==> src/rtl/arb_sched_pkg.sv <==
// arb_sched_pkg: shared sizes, FSM states and one-hot helper for the round-robin scheduler
package arb_sched_pkg;
    localparam int N_REQ = 16;
    localparam int IDX_W = 4;
    typedef enum logic {IDLE, GRANT} state_t;
    function automatic logic [N_REQ-1:0] onehot(input logic [IDX_W-1:0] idx);
        return N_REQ'(1) << idx;
    endfunction
endpackage

==> src/rtl/rr_pick_16.sv <==
// rr_pick_16: circular first-set search of req starting at ptr
module rr_pick_16
    import arb_sched_pkg::*;
(
    input  logic [N_REQ-1:0] req,
    input  logic [IDX_W-1:0] ptr,
    output logic [IDX_W-1:0] pick_idx,
    output logic             pick_valid
);
    logic [N_REQ-1:0] rot;
    logic [IDX_W-1:0] enc;
    assign rot = N_REQ'({req, req} >> ptr);
    always_comb begin
        enc = '0;
        for (int i = N_REQ - 1; i >= 0; i--)
            if (rot[i]) enc = IDX_W'(i);
    end
    assign pick_idx   = enc + ptr;
    assign pick_valid = |req;
endmodule

==> src/rtl/rr_grant_scheduler_16.sv <==
// rr_grant_scheduler_16: 16-way round-robin grant with bounded hold time and
// registered one-hot / encoded grant outputs
module rr_grant_scheduler_16
    import arb_sched_pkg::*;
#(
    parameter int MAX_HOLD = 8
) (
    input  logic             clk,
    input  logic             rst_n,
    input  logic             enable,
    input  logic [N_REQ-1:0] req,
    output logic [N_REQ-1:0] gnt,
    output logic [IDX_W-1:0] gnt_idx,
    output logic             gnt_valid,
    output logic             timeout
);
    localparam int HW = $clog2(MAX_HOLD);
    localparam logic [HW-1:0] HOLD_LAST = HW'(MAX_HOLD - 1);
    state_t         state;
    logic [IDX_W-1:0] ptr;
    logic [HW-1:0]  hold_cnt;
    logic [IDX_W-1:0] pick_idx;
    logic           pick_valid;
    logic           owner_req;
    logic           stay;
    rr_pick_16 u_pick (
        .req       (req),
        .ptr       (ptr),
        .pick_idx  (pick_idx),
        .pick_valid(pick_valid)
    );
    assign owner_req = req[gnt_idx];
    assign stay      = enable && owner_req && hold_cnt != HOLD_LAST;
    always_ff @(posedge clk) begin
        if (!rst_n) begin
            state     <= IDLE;
            ptr       <= '0;
            hold_cnt  <= '0;
            gnt       <= '0;
            gnt_idx   <= '0;
            gnt_valid <= 1'b0;
            timeout   <= 1'b0;
        end else begin
            timeout <= 1'b0;
            case (state)
                IDLE: if (enable && pick_valid) begin
                    gnt       <= onehot(pick_idx);
                    gnt_idx   <= pick_idx;
                    gnt_valid <= 1'b1;
                    hold_cnt  <= '0;
                    state     <= GRANT;
                end
                GRANT: if (stay) begin
                    hold_cnt <= hold_cnt + 1'b1;
                end else begin
                    // only the hold limit can fail while enable and owner request are both high
                    timeout   <= enable && owner_req;
                    ptr       <= gnt_idx + 1'b1;
                    gnt       <= '0;
                    gnt_idx   <= '0;
                    gnt_valid <= 1'b0;
                    state     <= IDLE;
                end
                default: state <= IDLE;
            endcase
        end
    end
endmodule

==> config.mk <==
export PLATFORM = sky130hd
export DESIGN_NAME = rr_grant_scheduler_16
export DESIGN_NICKNAME = d
export VERILOG_FILES = /design/src/rtl/arb_sched_pkg.sv /design/src/rtl/rr_pick_16.sv /design/src/rtl/rr_grant_scheduler_16.sv
export SDC_FILE = /design/constraint.sdc
export NUM_CORES = 1
export LEC_CHECK = 0
export ABC_AREA = 1
export CAP_MARGIN = 25
export CORE_MARGIN = 3
export CORE_UTILIZATION = 35
export DETAILED_ROUTE_END_ITERATION = 16
export SLEW_MARGIN = 40
export SYNTH_ARGS = -nofsm -noshare
export SYNTH_HDL_FRONTEND = slang
export SYNTH_SLANG_ARGS = --single-unit
==> constraint.sdc <==
create_clock -name clk -period 4.1 [get_ports clk]
set_input_delay 1.23 -clock clk [delete_from_list [all_inputs] [get_ports clk]]
set_output_delay 1.23 -clock clk [all_outputs]
set_load 0.005 [all_outputs]
# Word level (Yosys, flattened, before mapping)
# Cells that the tools add are included.
# classes
n_addsub,3
n_mul,0
div,0
magnitude_cmp,1
n_eq_ne,4
shifts,2
n_mux,33
bitwise_logic,3
n_reduce_logical,8
# ops
operator,n
$mux 4,18
$mux 16,2
$pmux 16 s2,1
$shr 32x4->16,1
$reduce_or 16->1,1
$shl 1x4->16 const A,1
$pmux 4 s2,1
$mux 3,2
$pmux 3 s2,1
$reduce_and 2->1,3
$lt 4x5->1 const B,1
$mux 1,5
$add 4x1->4 const B,1
$add 4x4->4,1
$bmux 1 s4,1
$ne 2x2->1 const B,2
$pmux 1 s2,2
$add 3x1->3 const B,1
$logic_and 1x1->1,3
$ne 3x3->1 const B,1
$not 1->1,3
$reduce_or 3->1,1
$ne 2x1->1 const B,1
# totals
register_bits,30
latchBits,0
ramBits,0
rom_bits,0
input_bits,19
output_inout_bits,22
word_cells,61
n_memories,0

# Logic depth before layout (Yosys ltp)
# depth
depth_word,21
depth_mapped,32
mapped_depth_nobuf,30

# Hierarchy
# Synthesis repeated with hierarchy kept, for this count alone.
# unflattened
hier_cells,481
hier_area_um2,2894.0
# by_module_without_submodules
mod,n_inst,cells_per_inst,area_per_inst_um2,seq_area_each_um2
rr_grant_scheduler_16,1,257,1646.6,600.6
rr_pick_16,1,224,1247.4,0.0

# Worst setup path before layout
# No wires, ideal clock.
# synth_path
path_kind,input to register
from,input port req[13]
to,register gnt[14]
setup_ns,0.070
arrival_ns,3.825
required_time_ns,4.030
setup_slack_ns,0.205
cell_stages,26
n_path_buf,0
path_cell_list,nand2_1 nand3_2 nand3_1 o21ai_0 o21ai_0 nand2_1 nand2_1 nand2_1 nand2_1 nand2_1 nand2_1 nand2_1 nand2_1 nand2_1 nand2_1 nand2_1 a21oi_1 ha_1 inv_1 fa_1 or2_2 nand2_1 inv_1 nor3_1 nand4_1 a21oi_1
# synth_via
elab_chain_len,21
elab_cells_between_ends,30
classes_between,add/sub (1); eq/ne (2); shift (2); mux (20); reduce/logical (5)
# synth_rtl
element,line_no,rtl
"start, declared",rr_grant_scheduler_16.sv:11,"input logic [N_REQ-1:0] req,"
$shr 32x4->16,rr_pick_16.sv:12,"assign rot = N_REQ'({req, req} >> ptr);"
$mux 4 (16 in a row),rr_pick_16.sv:16,if (rot[i]) enc = IDX_W'(i);
$add 4x4->4,rr_pick_16.sv:18,assign pick_idx = enc + ptr;
$shl 1x4->16,arb_sched_pkg.sv:7,return N_REQ'(1) << idx;
$mux 16,rr_grant_scheduler_16.sv:46,IDLE: if (enable && pick_valid) begin
$pmux 16 s2,rr_grant_scheduler_16.sv:45,case (state)
"end signal, assigned",rr_grant_scheduler_16.sv:47,gnt <= onehot(pick_idx);
"end, declared",rr_grant_scheduler_16.sv:12,"output logic [N_REQ-1:0] gnt,"
# Parallel ways exist; a longest one is shown, timed or not. The select of a mux whose other input is x is not followed.
# A chain may end at the register's enable or synchronous reset.

# Final worst setup path
# layout_path
from,input port req[8]
to,register gnt[9]
# The elaborated chain is that of the path after synthesis.

==> impl_metrics.ini <==
[cells_and_area]
final_area_um2 = 3950
nets = 530
drive_gt1_frac = 0.366
antenna_cells = 0
area_growth_pct = 51.4

[sta]
timing.final.crit_share = 0.964
whs_ns = 0.469
fmax_mhz = 253
max_slew.worst_pin.slew_ns = 0.757
finalMaxSlewViolations = 0
setup_ws_ns = 0.146
max_slew_margin = 0.495
rsz0062_at_grt = true
setup_viol = 0
hold_viol_final = 0
layout_min_cycle_time_ns = 3.95
fin_skew_ns = 0.00611

[clocking]
cts_buffers = 5
cts_buffer_depth = 2
path_clk_slew_ns = 0.06
clockRootBuffer = clkbuf_8
cts-hold-fix-buffers = 0
cts_htree_levels = 2
cts_tree = yes
numClockSinks = 30
clkLatencyLatePin_ns = 0.28

[synthesis]
synthArstFlopShare = 0
ys_seq_area_frac = 0.230
ys_types = 36
syn_avg_cell_area_um2 = 6.40
yosys-top-cells-area = dfxtp_1, nand2_1, nand3_1
synth_enable_flop_cells = 0
ys_warn_count = 0
synth_cells = 408
synth_fp_nets = 434
ys_seq_elements = 30
syn_area_um2 = 2610
synth_flop_cell = dfxtp_1
synth_area_leader_cell = dfxtp_1
synth_top_area_share = 0.230

[detailed_routing]
wl_per_cell_um = 13.5
drt_iter0_markers = 158
antenna_left = 0
wl_um = 8130
drtPass1Iterations = 4
drc_errors = 0
routed_via_density = 5.16
vias = 3102

[setup_path]
startpoint_type = input port
slowest_delay_ns = 0.57
worst-endpoint-arrival_ns = 4.16
critical_path_required_ns = 4.31
critical_path_class = input port to flop
endpoint_kind = flop
crit_top_cell = nand2_1
crit_slowest_cell = fa_2
critPathMaxFanout = 5

[place]
gp_congestion = 0.901
place_area_um2 = 3430
dp_hpwl_um = 5940
place_worst_setup_slack_ns = -0.703
port_buffers = 40

[floorplan]
fp.dieW_um = 92.4
io_pins = 41
num_rows = 30
chipHeight_um = 92.4
core-area_um2 = 7020
die-area_um2 = 8530
start_util = 0.372

[power_and_ir_drop]
intPower_w = 0.000727
swShare = 0.368
power_switching_w = 0.000423
leakage_nw = 1.71
combPwrFrac = 0.468
power_frac_seq = 0.279
clkPwrFrac = 0.253
power.density_nw_per_um2 = 291
peakVddDrop_mv = 0.230

[flow_run]
max_cap_violations = 0

[run_status]
run_status = finished clean

[global_routing]
grt_max_degree = 24
grt_pass1_wl_um = 13200
grt_antenna_before_repair = 0
grt_usage = 0.186
overflow = 0
grt_pass1_vias = 2815

[min_path]
hold_class = flop to flop
[Yosys cell counts (2+ instances only)]
library cell / count
dfxtp_1: 30
nand2_4: 8
o21ai_1: 5
nand2_2: 8
o22ai_1: 4
nand2_1: 108
nor2_1: 14
nand3_1: 67
buf_2: 8
o211ai_1: 2
buf_6: 4
clkbuf_1: 5
xor2_1: 2
nor4_1: 4
inv_1: 32
buf_4: 2
o221ai_1: 2
o21ai_0: 19
nor3_1: 8
inv_4: 2
nand4_1: 17
a21oi_1: 27
nand3_2: 12
ha_1: 6
[kinds of logic (layout without fill, tap and decap cells)]
logic type / Yosys count / in the layout / synth area share
fa+ha+maj: 7 / 7 / 0.0364
simple gates: 250 / 250 / 0.487
flops: 30 / 30 / 0.230
xor+xnor: 3 / 3 / 0.0101
compound gates: 63 / 63 / 0.131
buf+inv: 55 / 152 / 0.105
[power by group through the flow]
stage / Sequential (W) / Combinational (W) / Clock, W
final: 0.000321 / 0.000538 / 0.000291
after global routing: 0.000324 / 0.000596 / 0.000308
after CTS: 0.000321 / 0.000472 / 0.000296
after detailed placement: 0.000327 / 0.000445 / 0
after global placement: 0.000327 / 0.000442 / 0
after floorplan: 0.000320 / 0.000266 / 0
[layout make-up]
class | instances | area (um^2)
tap | 96 | 120
sequential | 30 | 601
fill | 690 | 3070
clock buffer | 7 | 76.3
clock inverter | 1 | 30.0
timing repair buffer | 109 | 908
inverter | 35 | 143
multi-input combinational | 323 | 2070
[per-stage QoR]
stage	util	setup TNS [ns]	total power (W)	std cells
after floorplan	-	0	0.000586	408
after global placement	0.488	-10.35	0.000769	582
after detailed placement	0.488	-10.67	0.000772	582
after CTS	0.520	0	0.00109	593
after global routing	0.563	-1.45	0.00123	601
final	0.563	0	0.00115	601
[cells in the final DEF, fill, tap and decap left out, drive strengths merged, types with 2 or more instances in the layout]
master | synthesis | final
a21oi | 27 | 27
nor4 | 5 | 5
nor2 | 16 | 16
o21ai | 25 | 25
inv | 35 | 34
nor3 | 8 | 8
o221ai | 2 | 2
clkdlybuf4s50 | 0 | 24
nand3 | 79 | 79
o211ai | 2 | 2
dfxtp | 30 | 30
o22ai | 4 | 4
ha | 6 | 6
nand2 | 124 | 124
nand4 | 17 | 17
xor2 | 2 | 2
clkbuf | 5 | 12
buf | 15 | 80
[critical path: cells and delay by family]
kind / cells / cell delay [ns]
adder cells (fa/ha/maj): 2 / 0.77
buffers and inverters: 3 / 0.36
AO/OA/AOI/OAI: 2 / 0.27
AND/OR/NAND/NOR: 21 / 1.53
[final timing paths]
check / start / cells after the start / slack [ns] / to
max: req[8] / 28 / 0.15 / gnt[9]$_SDFFE_PN0P_
min: hold_cnt[1]$_SDFFE_PN0P_ / 2 / 0.47 / hold_cnt[1]$_SDFFE_PN0P_
max reg2reg: ptr[1]$_SDFFE_PN0P_ / 26 / 0.37 / gnt[9]$_SDFFE_PN0P_
min reg2reg: hold_cnt[1]$_SDFFE_PN0P_ / 2 / 0.47 / hold_cnt[1]$_SDFFE_PN0P_
[registers in the layout (all words and copies together) (netlist names)]
name       cells
ptr            4
state          1
gnt_valid      1
hold_cnt       3
gnt           16
gnt_idx        4
timeout        1
[repair_timing]
| item | CTS | global route |
|---|---|---|
| pin swaps | 10 | 33 |
| setup endpoints to repair | 19 | 19 |
| endpoints found under the hold margin | 0 | 0 |
| resized for setup | 50 | 115 |
| setup buffers | 3 | 8 |
[metal layers]
layer  wire, um  global-route usage  part of all wire
met5          0                   0                 0
met4         63              0.0297            0.0077
met3        310              0.0309             0.038
met2       3840               0.298              0.47
met1       3920               0.266              0.48
No activity file was read; power rests on OpenSTA's default activity.
==> RTL change (same flow settings) <==
Set the parameter `MAX_HOLD` to 4 (it was 8).
--- a/src/rtl/rr_grant_scheduler_16.sv
+++ b/src/rtl/rr_grant_scheduler_16.sv
@@ -3,7 +3,7 @@
 module rr_grant_scheduler_16
     import arb_sched_pkg::*;
 #(
-    parameter int MAX_HOLD = 8
+    parameter int MAX_HOLD = 4
 ) (
     input  logic             clk,
     input  logic             rst_n,
Behaviour: not the same (a bounded check fails within 10 cycles, from zero or initial values and one cycle with rst_n low).
==> RTL change against the unedited design <==
Global-route usage fell by 0.33 points. Die area rose by 0.36%. Area after synthesis rose by 0.38%. Setup slack improved by 0.12 ns. Largest cell class unchanged. Cell area fell by 4.1%. Synthesized cell count fell by 1.7%. Final cell count fell by 2.0%. Routed wire length fell by 3.3%. Non-clock buffer count fell by 7. Total power rose by 22%. Sequential cell count fell by 1. Register-to-register slack improved by 0.10 ns. Critical endpoint is now gnt[8].
==> RTL change: results (changes against the unedited design) <==
stage	metric	value	unit	change
cells_and_area	layout clock buffer count	6		-1
cells_and_area	final instance area	3790	um^2	-4.1%
setup_path	slowest stage delay, CP	0.59	ns	+0.02 ns
min_path	Hold Path End	gnt[7]		
global_routing	vias in the first global route	2821		+0.21%
cells_and_area	number of multi-input logic gates	319		-1.2%
placement	placed cells	574		-1.4%
global_routing	GRT Overall Usage	18.3	%	-0.33 points
synth	Syn Area/Cell	6.53	um^2	+2.1%
synth	synth top area cells	dfxtp_1, nand2_1, nand3_1		
cells_and_area	Sequential Area	582	um^2	-3.1%
clock_tree	Clock Sinks	29		-3.3%
drt	met1 wire length	3.91	mm	-0.23%
setup_path	critical path startpoint	req[4]		
drt	post-DR vias/cell	5.09		-1.3%
synth	Synth top cells by count	nand2_1, nand3_1, a21oi_1		
timing	Slew HR	52.1	%	+2.6 points
synth	mapped cell area	2620	um^2	+0.38%
global_routing	met1 Use GR	26.3	%	-0.33 points
placement	Placer Congestion	0.888		-1.5%
global_routing	M2 GR Usage	28.6	%	-1.1 points
run_status	outcome	complete, no violations		
synth	synth unique cells	40		+11%
min_path	worst hold path startpoint	gnt[7]		
power_and_ir_drop	LEAKAGE	1.69	nW	-1.3%
cells_and_area	clk tree area frac	2.18	%	-0.51 points
global_routing	first-pass GRT wire length	13.2	mm	-0.31%
drt	initial DRC count	162		+2.5%
synth	compound-gate portion of the synthesized area	13.6	%	+0.43 points
cells_and_area	fill cell count	693		+0.43%
power_and_ir_drop	maximum VDD drop	0.230	mV	about the same
timing	Worst Skew	0.00618	ns	+0.0000697 ns
cells_and_area	NonClk Buf Share	22.0	%	-0.94 points
-- RTL change: timing repair --
| item | CTS | global route |
|---|---|---|
| setup endpoints to repair | 18 | 19 |
| pin swaps | 14 | 32 |
| setup buffers | 4 | 3 |
| gates resized for setup | 47 | 84 |
-- RTL change: cell families (layout without fill, tap and decap cells) --
kind of cell / Yosys count / in the layout
and+or+nand+nor: 243 / 243
AOI/OAI and AO/OA: 66 / 66
buffers and inverters: 53 / 145
DFF: 29 / 29
adders and majority gates: 6 / 6
xor gates and xnor gates: 4 / 4
-- RTL change: through the flow --
step	hold WS [ns]	worst slack, ns	TNS, ns
global placement	0.449	-0.535	-7.64
detailed placement	0.456	-0.566	-8.55
finish	0.462	0.262	0
CTS	0.466	0.0466	0
floorplan	0.432	0.209	0
global route	0.485	-0.0817	-0.217
-- RTL change: report_power, final --
part | switching, W | leakage [nW] | internal, W
clock network | 0.000104 | 0.0450 | 0.000117
logic | 0.000466 | 1.41 | 0.000381
registers | 0.0000326 | 0.236 | 0.000305
